File: config.mk
export PLATFORM = sky130hd
export DESIGN_NAME = midi_msg_decoder
export DESIGN_NICKNAME = d
export VERILOG_FILES = /design/src/rtl/midi_msg_decoder.sv
export SDC_FILE = /design/constraint.sdc
export NUM_CORES = 1
export LEC_CHECK = 0
export ABC_AREA = 1
export BUFFER_PORTS_ARGS = -buffer_cell sky130_fd_sc_hd__buf_4
export CAP_MARGIN = 40
export CORE_MARGIN = 10
export CORE_UTILIZATION = 30
export CTS_CLUSTER_SIZE = 28
export DETAILED_ROUTE_END_ITERATION = 12
export GPL_ROUTABILITY_DRIVEN = 0
export PLACE_DENSITY_LB_ADDON = 0.2
export REMOVE_ABC_BUFFERS = 1
export SYNTH_ARGS = -nofsm -noshare
export SYNTH_HDL_FRONTEND = slang
export SYNTH_SLANG_ARGS = --single-unit
File: constraint.sdc
create_clock -name reg_clk -period 1.2 [get_ports reg_clk]
set_input_delay 0.12 -clock reg_clk [delete_from_list [all_inputs] [get_ports reg_clk]]
set_output_delay 0.12 -clock reg_clk [all_outputs]
set_load 0.05 [all_outputs]
File: src/rtl/midi_msg_decoder.sv
// MIDI channel-message byte decoder: tracks status/running status, frames data bytes
// and emits a one-cycle trigger toward the note stack; SysEx payloads and realtime bytes are skipped.
module midi_msg_decoder #(
  parameter bit         OMNI_DEFAULT = 1'b1,
  parameter logic [3:0] CH_DEFAULT   = 4'd0
) (
  input  logic       reg_clk,
  input  logic       reset_reg,
  input  logic [7:0] midi_byte,
  input  logic       midi_byte_valid,
  input  logic       omni,
  input  logic [3:0] listen_ch,
  output logic [7:0] seq_databyte,
  output logic       is_data_byte,
  output logic       is_velocity,
  output logic       is_st_note_on,
  output logic       is_st_note_off,
  output logic       is_st_ctrl,
  output logic [3:0] msg_ch,
  output logic       trig__note_stack,
  output logic       realtime_strobe,
  output logic [7:0] realtime_byte,
  output logic       sysex_active
);

  // OMNI_DEFAULT/CH_DEFAULT document the tie-off values of omni/listen_ch; the ports are used directly.
  if (OMNI_DEFAULT && (CH_DEFAULT != 4'd0)) begin : g_cfg_tie_off_note
  end

  typedef enum logic [1:0] {IDLE, WAIT_D1, WAIT_D2, SYSEX} state_t;

  state_t     state_q, state_d;
  logic       two_byte_q, two_byte_d;
  logic [7:0] data_q, data_d;
  logic       d1_q, d1_d;
  logic       vel_q, vel_d;
  logic       on_q, on_d;
  logic       off_q, off_d;
  logic       ctrl_q, ctrl_d;
  logic [3:0] ch_q, ch_d;
  logic       trig_q, trig_d;
  logic       rt_stb_q, rt_stb_d;
  logic [7:0] rt_byte_q, rt_byte_d;
  logic       sysex_q, sysex_d;
  logic       accept;

  assign accept = omni | (ch_q == listen_ch);

  always_ff @(posedge reg_clk or posedge reset_reg) begin
    if (reset_reg) begin
      state_q    <= IDLE;
      two_byte_q <= 1'b0;
      data_q     <= 8'h00;
      d1_q       <= 1'b0;
      vel_q      <= 1'b0;
      on_q       <= 1'b0;
      off_q      <= 1'b0;
      ctrl_q     <= 1'b0;
      ch_q       <= 4'h0;
      trig_q     <= 1'b0;
      rt_stb_q   <= 1'b0;
      rt_byte_q  <= 8'h00;
      sysex_q    <= 1'b0;
    end else begin
      state_q    <= state_d;
      two_byte_q <= two_byte_d;
      data_q     <= data_d;
      d1_q       <= d1_d;
      vel_q      <= vel_d;
      on_q       <= on_d;
      off_q      <= off_d;
      ctrl_q     <= ctrl_d;
      ch_q       <= ch_d;
      trig_q     <= trig_d;
      rt_stb_q   <= rt_stb_d;
      rt_byte_q  <= rt_byte_d;
      sysex_q    <= sysex_d;
    end
  end

  always_comb begin
    state_d    = state_q;
    two_byte_d = two_byte_q;
    data_d     = data_q;
    d1_d       = d1_q;
    vel_d      = vel_q;
    on_d       = on_q;
    off_d      = off_q;
    ctrl_d     = ctrl_q;
    ch_d       = ch_q;
    trig_d     = 1'b0;
    rt_stb_d   = 1'b0;
    rt_byte_d  = rt_byte_q;
    sysex_d    = sysex_q;

    if (midi_byte_valid) begin
      if (midi_byte >= 8'hF8) begin
        // Realtime bytes never touch framing, even inside a message or SysEx.
        rt_byte_d = midi_byte;
        rt_stb_d  = 1'b1;
      end else if (midi_byte[7]) begin
        if (midi_byte < 8'hF0) begin
          state_d    = WAIT_D1;
          ch_d       = midi_byte[3:0];
          on_d       = (midi_byte[7:4] == 4'h9);
          off_d      = (midi_byte[7:4] == 4'h8);
          ctrl_d     = (midi_byte[7:4] == 4'hB);
          two_byte_d = (midi_byte[7:4] != 4'hC) && (midi_byte[7:4] != 4'hD);
          d1_d       = 1'b0;
          vel_d      = 1'b0;
          sysex_d    = 1'b0;
        end else if (midi_byte == 8'hF0) begin
          state_d    = SYSEX;
          sysex_d    = 1'b1;
          two_byte_d = 1'b0;
          on_d       = 1'b0;
          off_d      = 1'b0;
          ctrl_d     = 1'b0;
        end else begin
          // F1..F7: end of SysEx or system common; running status is dropped either way.
          state_d    = IDLE;
          two_byte_d = 1'b0;
          sysex_d    = 1'b0;
        end
      end else begin
        case (state_q)
          WAIT_D1: begin
            data_d  = midi_byte;
            d1_d    = 1'b1;
            vel_d   = 1'b0;
            trig_d  = accept;
            state_d = two_byte_q ? WAIT_D2 : WAIT_D1;
          end
          WAIT_D2: begin
            data_d  = midi_byte;
            d1_d    = 1'b0;
            vel_d   = 1'b1;
            trig_d  = accept;
            state_d = WAIT_D1;
          end
          default: ;
        endcase
      end
    end
  end

  assign seq_databyte     = data_q;
  assign is_data_byte     = d1_q;
  assign is_velocity      = vel_q;
  assign is_st_note_on    = on_q;
  assign is_st_note_off   = off_q;
  assign is_st_ctrl       = ctrl_q;
  assign msg_ch           = ch_q;
  assign trig__note_stack = trig_q;
  assign realtime_strobe  = rt_stb_q;
  assign realtime_byte    = rt_byte_q;
  assign sysex_active     = sysex_q;

endmodule

After elaboration in Yosys (flattened, before gate mapping)
Index checks and enable logic that the tools add are counted.

word-level totals
  bits in registers = 30
  bits of input ports = 16
  output and inout bits = 28
  logic and storage cells = 62

cells by class
  $lt $le $gt $ge = 2
  equal/unequal tests = 10
  mux-type cells = 23
  bitwise operators = 3
  reductions and logical operators = 11

operators by type and width
  kind                                                                     number
  1-bit two-way mux                                                        16
  4-bit AND reduction                                                      4
  4-bit equality test, second input constant                               3
  8-bit equality test, second input constant                               1
  8-bit greater-or-equal comparator, second input constant                 1
  8-bit less-than comparator, second input constant                        1
  2-bit two-way mux                                                        4
  4-bit inequality test, second input constant                             2
  3-bit AND reduction                                                      2
  4-bit equality test                                                      1
  1-bit one-hot mux with 2 select lines                                    2
  2-bit one-hot mux with 2 select lines                                    1
  3-bit nonzero test                                                       1
  2-bit by 1-bit equality test with 1-bit output, second input constant    1
  2-bit equality test, second input constant                               1
  2-bit by 1-bit inequality test with 1-bit output, second input constant  1
  1-bit inverter                                                           2
  2-bit AND reduction                                                      1
  2-bit nonzero test                                                       1
  2-bit OR reduction                                                       1
  1-bit logical AND                                                        1
  1-bit OR                                                                 1

Longest topological paths before layout
Gate-level depths: netlist of the first run.

  depth in word-level cells = 6
  gate-level depth with buffers = 8
  gate-level depth less buffers = 8

Least setup slack after synthesis of the first run
Ideal clock, no wire load.

  path kind = register to register
  from = register state_q[0]
  to = register data_q[0], in the netlist seq_databyte[0]
  arrival = 1.168 ns
  data required time = 1.080 ns
  path slack = -0.088 ns
  cell stages (with the launch flop) = 8
  clock period less this slack = 1.288 ns
  cell sequence = dfrtp_1 inv_1 ha_1 nor2_1 nand2_2 buf_6 nand2_1 o21ai_2

between the ends
  cells in the longest elaborated chain, start to end = 3

ends and longest elaborated chain
  element                                                                                       line  source
  from (decl)                                                                                   32    state_t state_q, state_d;
  from (signal assigned)                                                                        65    state_q <= state_d;
  2-bit equality test / 2-bit by 1-bit equality test with 1-bit output (equally long branches)  126   case (state_q)
  2-bit OR reduction (no source line) *                                                         --
  4-bit AND reduction (no source line) *                                                        --
  to (signal assigned)                                                                          67    data_q <= data_d;
  to (decl)                                                                                     34    logic [7:0] data_q, data_d;

Every way passes the cells marked *; elsewhere a longest branch is shown, timed or not.
A chain may end at the register's enable or synchronous reset.

Worst setup path in the final report of the first run
  from = register state_q[1]
  to = register state_q[0]

between the ends
  cells in the longest elaborated chain, start to end = 3

ends and longest elaborated chain
  element                                                                                       line
  2-bit equality test / 2-bit by 1-bit equality test with 1-bit output (equally long branches)  126
  2-bit one-hot mux with 2 select lines / 3-bit nonzero test (equally long branches)            --
  2-bit two-way mux / 3-bit AND reduction (equally long branches)                               --

Several ways; a longest one is shown, not always the timed one.

==> results.json, run 1 <==
{
  "root_buffer": "clkbuf_8",
  "swShare_pct": 39.5,
  "hold_depth": 3,
  "cts.sinks": 30,
  "synth.distinct_cells": 20,
  "intPower_w": 0.00271,
  "rsz0062_at_grt": "true",
  "clock_skew_ps": 4.26,
  "synthToLayoutAreaGrowth_pct": 45.4,
  "startpoint_type": "register",
  "die_area_sq_um": 7620,
  "synth_cells": 158,
  "min-delay-start": "omni",
  "dp.cells": 254,
  "post-route-util_pct": 45.3,
  "r2r_slack_ps": -20,
  "fin_crit_ps": 1220,
  "hold_violations": 0,
  "post_cts_buffers": 0,
  "max-vdd-ir-drop_mv": 0.982,
  "fin_setup_tns_ps": -22.3,
  "drt-wirelength-per-cell_microns": 13.1,
  "dr.pass1.iters": 4,
  "h-tree-depth": 2,
  "port_buffers": 42,
  "worst-path-max-fanout": 3,
  "antenna_found_initial": 0,
  "power_density_nw_per_um2": 2270,
  "path_class": "reg -> reg",
  "ys_seq_elements": 30,
  "antenna_cells": 0,
  "die_w_microns": 87.3,
  "grt_pass1_wl_microns": 5870,
  "die_h_microns": 87.3,
  "synth-warning-count": 0,
  "cp.required_ps": 1420,
  "drt-total-wl_microns": 3450,
  "drv_cap": 0,
  "power.switching_w": 0.00177,
  "critPathCaptureType": "register",
  "seqPwrFrac_pct": 31.3,
  "slew_viol_final": 0,
  "ioPinCount": 44,
  "drt_iter0_markers": 66,
  "netlist_area_sq_um": 1360,
  "status": "complete, but fails checks",
  "ys_seq_area_share_pct": 55.3,
  "drive_gt1_share_pct": 39.2,
  "clkSlewWorstSetupHoldPaths_ps": 70,
  "fmax_mhz": 818,
  "reg2reg_to": "state_q[0]",
  "start_util_pct": 31.2,
  "clock_path_buffers": 2,
  "cts_inserted_buffers": 5,
  "cp.arrival_ps": 1440,
  "holdPathEnd": "trig__note_stack",
  "finalWorstSetupSlack_ps": -22.3,
  "rr_startpoint": "state_q[1]",
  "violations": "negative setup slack",
  "fillers": 426,
  "finalPower_w": 0.00448,
  "leakagePower_nw": 1.05,
  "finalSetupViolations": 1,
  "r2r_cells": 7,
  "final_cell_count_no_fill": 264,
  "pwr-share-clk_pct": 28.5,
  "ant_nets": 0,
  "place_hpwl_microns": 2580,
  "grt.total_usage_pct": 9.92,
  "overflow": 0,
  "core_sq_um": 4350,
  "row_count": 24,
  "grt_pass1_vias": 1210,
  "hp-class": "in -> reg",
  "grt_max_degree": 31,
  "avgSynthCellArea_sq_um": 8.59,
  "cts_tree": "built",
  "clock_latency_ps": 280,
  "vias_per_cell": 4.20,
  "pwr-share-comb_pct": 40.2,
  "fin_nets": 229,
  "vias": 1108,
  "drc": 0,
  "period_share_pct": 102
}
## through the flow
stage | hold WS [ps] | instance area (sq um) | setup slack [ps]
floorplan | 211 | 1340 | -78.1
global placement | 233 | 1750 | -134
detailed placement | 233 | 1750 | -170
CTS | 74.8 | 1940 | -15.3
global route | 86.2 | 1970 | -82.4
finish | 89.3 | 1970 | -22.3
## worst max-delay path by stage
stage	start	endpoint	depth (start not counted)	slack, ps
after floorplan	state_q[0]	seq_databyte[0]	6	-80
after global placement	state_q[0]	seq_databyte[0]	6	-130
after detailed placement	state_q[1]	seq_databyte[1]	5	-170
after CTS	state_q[0]	state_q[0]	7	-20
after global routing	state_q[1]	state_q[0]	7	-80
final	state_q[1]	state_q[0]	7	-20
## placed cells by master (no fill, tap or decap)
| cell type | netlist | layout |
|---|---|---|
| o21ai_2 | 6 | 6 |
| o21ai_0 | 12 | 12 |
| ha_4 | 0 | 1 |
| nand4_1 | 1 | 1 |
| clkbuf_8 | 0 | 6 |
| inv_2 | 1 | 3 |
| o21ai_1 | 1 | 1 |
| ha_2 | 0 | 1 |
| nand2_1 | 51 | 48 |
| nand2_2 | 2 | 4 |
| nand2_4 | 1 | 3 |
| dfrtp_1 | 30 | 30 |
| inv_1 | 23 | 21 |
| nand3_1 | 6 | 6 |
| nor2_4 | 1 | 3 |
| nor2_1 | 10 | 8 |
| bufinv_16 | 0 | 2 |
| a21oi_4 | 0 | 1 |
| or2_2 | 5 | 5 |
| nand3_2 | 1 | 1 |
| buf_4 | 1 | 45 |
| dlygate4sd3_1 | 0 | 1 |
| a21oi_2 | 0 | 1 |
| conb_1 | 1 | 1 |
| buf_6 | 1 | 1 |
## synthesized netlist by cell type, drive strengths merged
cell type | instances | share of area [%]
conb | 1 | 0.28
nor2 | 11 | 3.6
a21oi | 2 | 0.74
dfrtp | 30 | 55
buf | 2 | 1.4
o21ai | 19 | 8.7
nand4 | 1 | 0.46
nand3 | 7 | 2.9
nand2 | 54 | 16
ha | 2 | 1.8
inv | 24 | 6.6
or2 | 5 | 2.3
## kinds of logic after synthesis
logic type / count (synthesis) / share of synthesized area [%]
buffers and inverters: 26 / 8.02
DFF: 30 / 55.3
other: 1 / 0.276
and+or+nand+nor: 78 / 25.2
adders and majority gates: 2 / 1.84
AOI/OAI and AO/OA: 21 / 9.40
## registers in the layout, indices dropped and copies added, names as in the netlist
name,count
is_st_note_on,1
two_byte_q,1
is_data_byte,1
is_velocity,1
msg_ch,4
state_q,2
sysex_active,1
seq_databyte,7
realtime_strobe,1
is_st_note_off,1
realtime_byte,8
is_st_ctrl,1
trig__note_stack,1
## area by class of cell
| type | count | area [sq um] | share of cell area, % |
|---|---|---|---|
| well taps | 52 | 65.1 | 3.30 |
| inverters | 24 | 90.1 | 4.56 |
| flip-flops and latches | 30 | 751 | 38.0 |
| repair buffers | 47 | 359 | 18.2 |
| clock buffers | 6 | 82.6 | 4.18 |
| multi-input cells | 103 | 567 | 28.7 |
| clock inverters | 2 | 60.1 | 3.04 |
## power by group through the flow
| stage | Combinational [W] | Sequential [W] | Clock [W] |
|---|---|---|---|
| 5_1_grt | 0.00195 | 0.00144 | 0.00134 |
| 2_1_floorplan | 0.000400 | 0.00213 | 0 |
| 6_report | 0.00180 | 0.00140 | 0.00128 |
| 4_1_cts | 0.00178 | 0.00140 | 0.00130 |
| 3_5_place_dp | 0.00169 | 0.00141 | 0 |
| 3_3_place_gp | 0.00167 | 0.00141 | 0 |
## routing by layer
| layer | GRT usage [%] | part of all wire, % | vias to the layer above |
|---|---|---|---|
| met5 | 0 | 0 | - |
| met4 | 3.48 | 0.58 | 0 |
| met3 | 5.34 | 7.9 | 2 |
| met2 | 14.0 | 44 | 34 |
| met1 | 12.5 | 47 | 487 |
| li1 | - | - | 585 |
## critical path, stage by stage (launching register included)
cell and delay, ps:
dfrtp_1 420, inv_1 80, ha_2 160, inv_2 40
a21oi_4 170, buf_6 120, nand4_1 80, nand2_1 90
## timing repair
action,CTS,global route
gates resized for setup,8,9
hold buffers,1,0
hold endpoints to repair,30,0
setup endpoints to repair,12,12
gates cloned,1,0
pin swaps,2,2
Power figures use the tool's default switching activity.
==> run 2, diff against run 1 <==
SETUP_SLACK_MARGIN = 0.2   (was unset)
==> run 2 against run 1 <==
Effect of this change: hold slack worse by 1.5 ps; routed wire length up 3.2%; first-iteration DRC count decreased by 26%; global-route usage increased by 0.23 points; sequential power is essentially flat; clock skew shrank 0.68 ps; combinational power up 11%; utilization up 3.0 points; critical path depth is the same; non-clock buffer count increased by 6; sequential share of layout area fell by 2.3 points; total power up 5.2%; critical path type unchanged; the run still ends with negative setup slack left; largest power group unchanged.
==> results.json, run 2 (synthesis gave the netlist of run 1 again) <==
{
  "status": "complete, but fails checks",
  "violations": "negative setup slack",
  "place_hpwl_microns": 2580,
  "cts.sinks": 30,
  "ioPinCount": 44,
  "final_cell_area_sq_um": 2110,
  "clock_skew_ps": 3.58,
  "die_w_microns": 87.3,
  "fmax_mhz": 822,
  "power_density_nw_per_um2": 2240,
  "synthToLayoutAreaGrowth_pct": 55.2,
  "hold-worst-slack_ps": 87.8,
  "layout_commonest_cell": "nand2_1",
  "holdPathEnd": "trig__note_stack",
  "drt_iter0_markers": 49,
  "drc": 0,
  "core_sq_um": 4350,
  "clkSlewWorstSetupHoldPaths_ps": 70,
  "port_buffers": 42,
  "row_count": 24,
  "start_util_pct": 31.2,
  "cp.required_ps": 1420,
  "drv_cap": 0,
  "regArea_sq_um": 752,
  "grt_pass1_wl_microns": 6040,
  "grt_pass1_vias": 1257,
  "antenna_found_initial": 0,
  "post-route-util_pct": 48.4,
  "vias": 1161,
  "clock_latency_ps": 280,
  "mostFrequentLayoutCells": "nand2_1 (48), buf_4 (29), dfrtp_1 (29)",
  "max-vdd-ir-drop_mv": 1.05,
  "min-delay-start": "omni",
  "r2r_cells": 7,
  "cts_inserted_buffers": 5,
  "finalWorstSetupSlack_ps": -16.3,
  "largest_register_ffs": 8,
  "place_ws_ps": -170,
  "fillers": 423,
  "die_area_sq_um": 7620,
  "path_class": "reg -> reg",
  "drt-wirelength-per-cell_microns": 13.2,
  "dr.pass1.iters": 4,
  "ant_nets": 0,
  "drive_gt1_share_pct": 41.7,
  "hp-class": "in -> reg",
  "hold_depth": 3,
  "drt-total-wl_microns": 3560,
  "critPathCaptureType": "register",
  "fin_crit_ps": 1220,
  "hold_violations": 0,
  "rsz0062_at_grt": "true",
  "grt_max_degree": 31,
  "worst-path-max-fanout": 3,
  "antenna_cells": 0,
  "reg2reg_to": "state_q[0]",
  "cts_tree": "built",
  "fin_nets": 235,
  "placed_area_sq_um": 1750,
  "rr_startpoint": "state_q[1]",
  "r2r_slack_ps": -20,
  "h-tree-depth": 2,
  "vias_per_cell": 4.30,
  "cp.arrival_ps": 1440,
  "root_buffer": "clkbuf_8",
  "finalPower_w": 0.00471,
  "multiInputGateArea_sq_um": 567,
  "finalSetupViolations": 3,
  "overflow": 0,
  "clock_path_buffers": 2,
  "leakagePower_nw": 1.11,
  "grt.total_usage_pct": 10.1,
  "period_share_pct": 101,
  "slew_viol_final": 0,
  "die_h_microns": 87.3,
  "startpoint_type": "register"
}
-- run 2: through the flow --
stage	cells	setup TNS [ps]
final	270	-17.9
after global routing	270	-799
after CTS	267	-21.3
after detailed placement	254	-1350
after global placement	254	-1000
after floorplan	156	-528
-- run 2: report_power, final --
group	internal (W)	switching, W	leakage, nW	total [W]
combinational	0.000754	0.00124	0.657	0.00200
clock	0.000886	0.000396	0.0714	0.00128
sequential	0.00125	0.000184	0.377	0.00143
total	0.00289	0.00182	1.11	0.00471
-- run 2: what timing repair did --
action,CTS,global route
endpoints found under the hold margin,30,0
pin swaps,6,2
setup endpoints to repair,17,35
hold buffers,1,0
cloned,1,0
resized for setup,17,25
setup buffers,3,3
-- run 2: area by class of cell --
| cell class | instances | area share, % |
|---|---|---|
| Clock buffer | 6 | 3.92 |
| Clock inverter | 2 | 2.85 |
| Inverter | 24 | 4.28 |
| Multi-Input combinational cell | 103 | 26.9 |
| Sequential cell | 30 | 35.7 |
| Tap cell | 52 | 3.09 |
| Timing Repair Buffer | 53 | 23.3 |
-- run 2: critical path, stage by stage (launching register included) --
cell and delay (ps):
dfrtp_1 420, inv_1 80, ha_2 160, inv_2 40, a21oi_4 160, buf_4 140, nand4_1 80, nand2_1 80
-- run 2: how the worst max path moves through the flow --
| stage | slack, ps | to | startpoint | depth (start not counted) |
|---|---|---|---|---|
| after floorplan | -80 | seq_databyte[0] | state_q[0] | 6 |
| after global placement | -130 | seq_databyte[0] | state_q[0] | 6 |
| after detailed placement | -170 | seq_databyte[1] | state_q[1] | 5 |
| after CTS | -7 | seq_databyte[1] | state_q[0] | 6 |
| after global routing | -90 | seq_databyte[0] | state_q[0] | 6 |
| final | -20 | state_q[0] | state_q[1] | 7 |
-- run 2: metal layers --
| metal | share of wire [%] | vias up | global-route usage, % |
|---|---|---|---|
| met3 | 8.5 | 2 | 5.34 |
| met5 | 0 | - | 0 |
| met2 | 45 | 36 | 14.3 |
| met4 | 0.56 | 0 | 3.91 |
| met1 | 46 | 526 | 12.7 |
| li1 | - | 597 | - |
==> run 3, diff against run 2 <==
BUFFER_PORTS_ARGS = -buffer_cell sky130_fd_sc_hd__buf_2   (was -buffer_cell sky130_fd_sc_hd__buf_4)
==> run 3 against run 2 <==
Effect of this change: the flow now finishes without violations; sequential share of layout area rose by 1.7 points; clock power fell by 33%; global-route usage fell by 0.28 points; setup slack improved by 30 ps; utilization fell by 2.2 points; largest power group unchanged; largest cell class unchanged; total power fell by 9.9%; critical endpoint is now seq_databyte[0].
==> results.json, run 3 (synthesis gave the netlist of run 1 again) <==
{
  "status": "finished, final reports clean",
  "antenna_cells": 0,
  "grt.total_usage_pct": 9.87,
  "cts_inserted_buffers": 5,
  "grtUsageMet3_pct": 4.96,
  "max-vdd-ir-drop_mv": 0.819,
  "grt_busiest_layer": "met2",
  "die_w_microns": 87.3,
  "antenna_found_initial": 0,
  "place_hpwl_microns": 2560,
  "vias": 1156,
  "met1_usage_pct": 12.2,
  "grt_pass1_wl_microns": 5780,
  "port_buffers": 42,
  "leakagePower_nw": 1.07,
  "drt-wirelength-per-cell_microns": 13.1,
  "dp.cells": 254,
  "power_density_nw_per_um2": 2110,
  "period_share_pct": 98.8,
  "largest_register_ffs": 8,
  "clkSlewWorstSetupHoldPaths_ps": 70,
  "grt_pass1_vias": 1172,
  "rsz0062_at_grt": "true",
  "layout_commonest_cell": "nand2_1",
  "cp.required_ps": 1370,
  "overflow": 0,
  "fin_nets": 235,
  "placed_area_sq_um": 1640,
  "critPathCaptureType": "register",
  "cpPeakStageDelay_ps": 390,
  "hold-worst-slack_ps": 89.4,
  "drt-total-wl_microns": 3540,
  "cp.arrival_ps": 1360,
  "clock_latency_ps": 280,
  "cts.sinks": 30,
  "dr.pass1.iters": 4,
  "final_cell_count_no_fill": 270,
  "vias_per_cell": 4.28,
  "post-route-util_pct": 46.1,
  "drv_cap": 0,
  "worst-path-max-fanout": 7,
  "path_class": "reg -> reg",
  "cts_tree": "built",
  "clock_path_buffers": 2,
  "met2_usage_pct": 14.2,
  "cp_top_family": "flip-flops",
  "fillers": 446,
  "ant_nets": 0,
  "crit_chain": "inv_2 -> ha_4 -> nor2_4 -> nand2_4 -> nand2_1 -> o21ai_2",
  "hold_violations": 0,
  "finalSetupViolations": 0,
  "final_cell_area_sq_um": 2010,
  "row_count": 24,
  "start_util_pct": 31.2,
  "clock_skew_ps": 3.06,
  "grt_max_degree": 31,
  "drt_iter0_markers": 68,
  "cp_slowest_cell": "dfrtp_1",
  "startpoint_type": "register",
  "hp-class": "in -> reg",
  "crit_buf_inv": 1,
  "root_buffer": "clkbuf_8",
  "slew_viol_final": 0,
  "fmax_mhz": 843,
  "mostFrequentLayoutCells": "nand2_1 (51), dfrtp_1 (30), buf_6 (23)",
  "h-tree-depth": 2,
  "drive_gt1_share_pct": 39.4,
  "synthToLayoutAreaGrowth_pct": 48.0,
  "fin_crit_ps": 1190,
  "drc": 0,
  "die_area_sq_um": 7620,
  "core_sq_um": 4350,
  "die_h_microns": 87.3,
  "ioPinCount": 44
}
==> run 3: cell count changes in the layout (fill, tap and decap cells not counted), moves of 2 or more <==
cell / change
nand2_1: +3
buf_2: +15
buf_4: -15
bufinv_16: -2
nand2_2: -3
==> run 3: timing repair <==
item / in CTS / in global routing
setup buffers: 1 / 5
endpoints found under the hold margin: 30 / 0
hold buffers: 1 / 0
pin swaps: 4 / 1
cloned: 1 / 0
gates resized for setup: 43 / 22
setup endpoints to repair: 37 / 35
==> run 3: path summary, 6_finish.rpt <==
path | from | end | slack (ps) | cells past startpoint
min in group asynchronous | reset_reg | realtime_byte[4] | 450 | 4
max reg2reg | state_q[0] | seq_databyte[0] | 10 | 6
max | state_q[0] | seq_databyte[0] | 10 | 6
min reg2reg | realtime_byte[4] | realtime_byte[4] | 470 | 1
max in group asynchronous | reset_reg | state_q[1] | 460 | 4
min | omni | trig__note_stack | 90 | 3
==> run 3: cell type report <==
class,count,area (sq um),share of cell area [%]
sequential,30,751,37.4
multi-input combinational,103,559,27.8
timing repair buffer,53,449,22.4
inverter,24,90.1,4.48
clock buffer,6,82.6,4.11
tap,52,65.1,3.24
clock inverter,2,12.5,0.623
==> run 3: where the power goes <==
group | internal, W | switching (W) | leakage, nW | total, W
Sequential | 0.00125 | 0.000178 | 0.378 | 0.00143
Clock | 0.000460 | 0.000396 | 0.0472 | 0.000856
Combinational | 0.000726 | 0.00124 | 0.644 | 0.00196
Total | 0.00243 | 0.00181 | 1.07 | 0.00424
==> run 3: stage by stage <==
stage                     setup TNS (ps)  total power (W)  setup slack, ps
final                                  0          0.00424             14.2
after global routing                -608          0.00450            -67.7
after CTS                          -1.97          0.00412            -1.97
after detailed placement           -1450          0.00295             -194
after global placement              -989          0.00293             -132
after floorplan                     -528          0.00253            -78.1
==> run 3: routing by layer <==
| metal | wire, microns | part of all wire, % |
|---|---|---|
| met1 | 1650 | 46 |
| met2 | 1620 | 46 |
| met3 | 248 | 7.0 |
| met4 | 23 | 0.65 |
| met5 | 0 | 0 |
==> run 3: worst reg2reg max path: cells and delay by family (launching register included) <==
kind            cells  cell delay [ps]
flops               1              390
compound gates      1               50
fa+ha+maj           1              200
simple gates        3              370
buf+inv             1               80
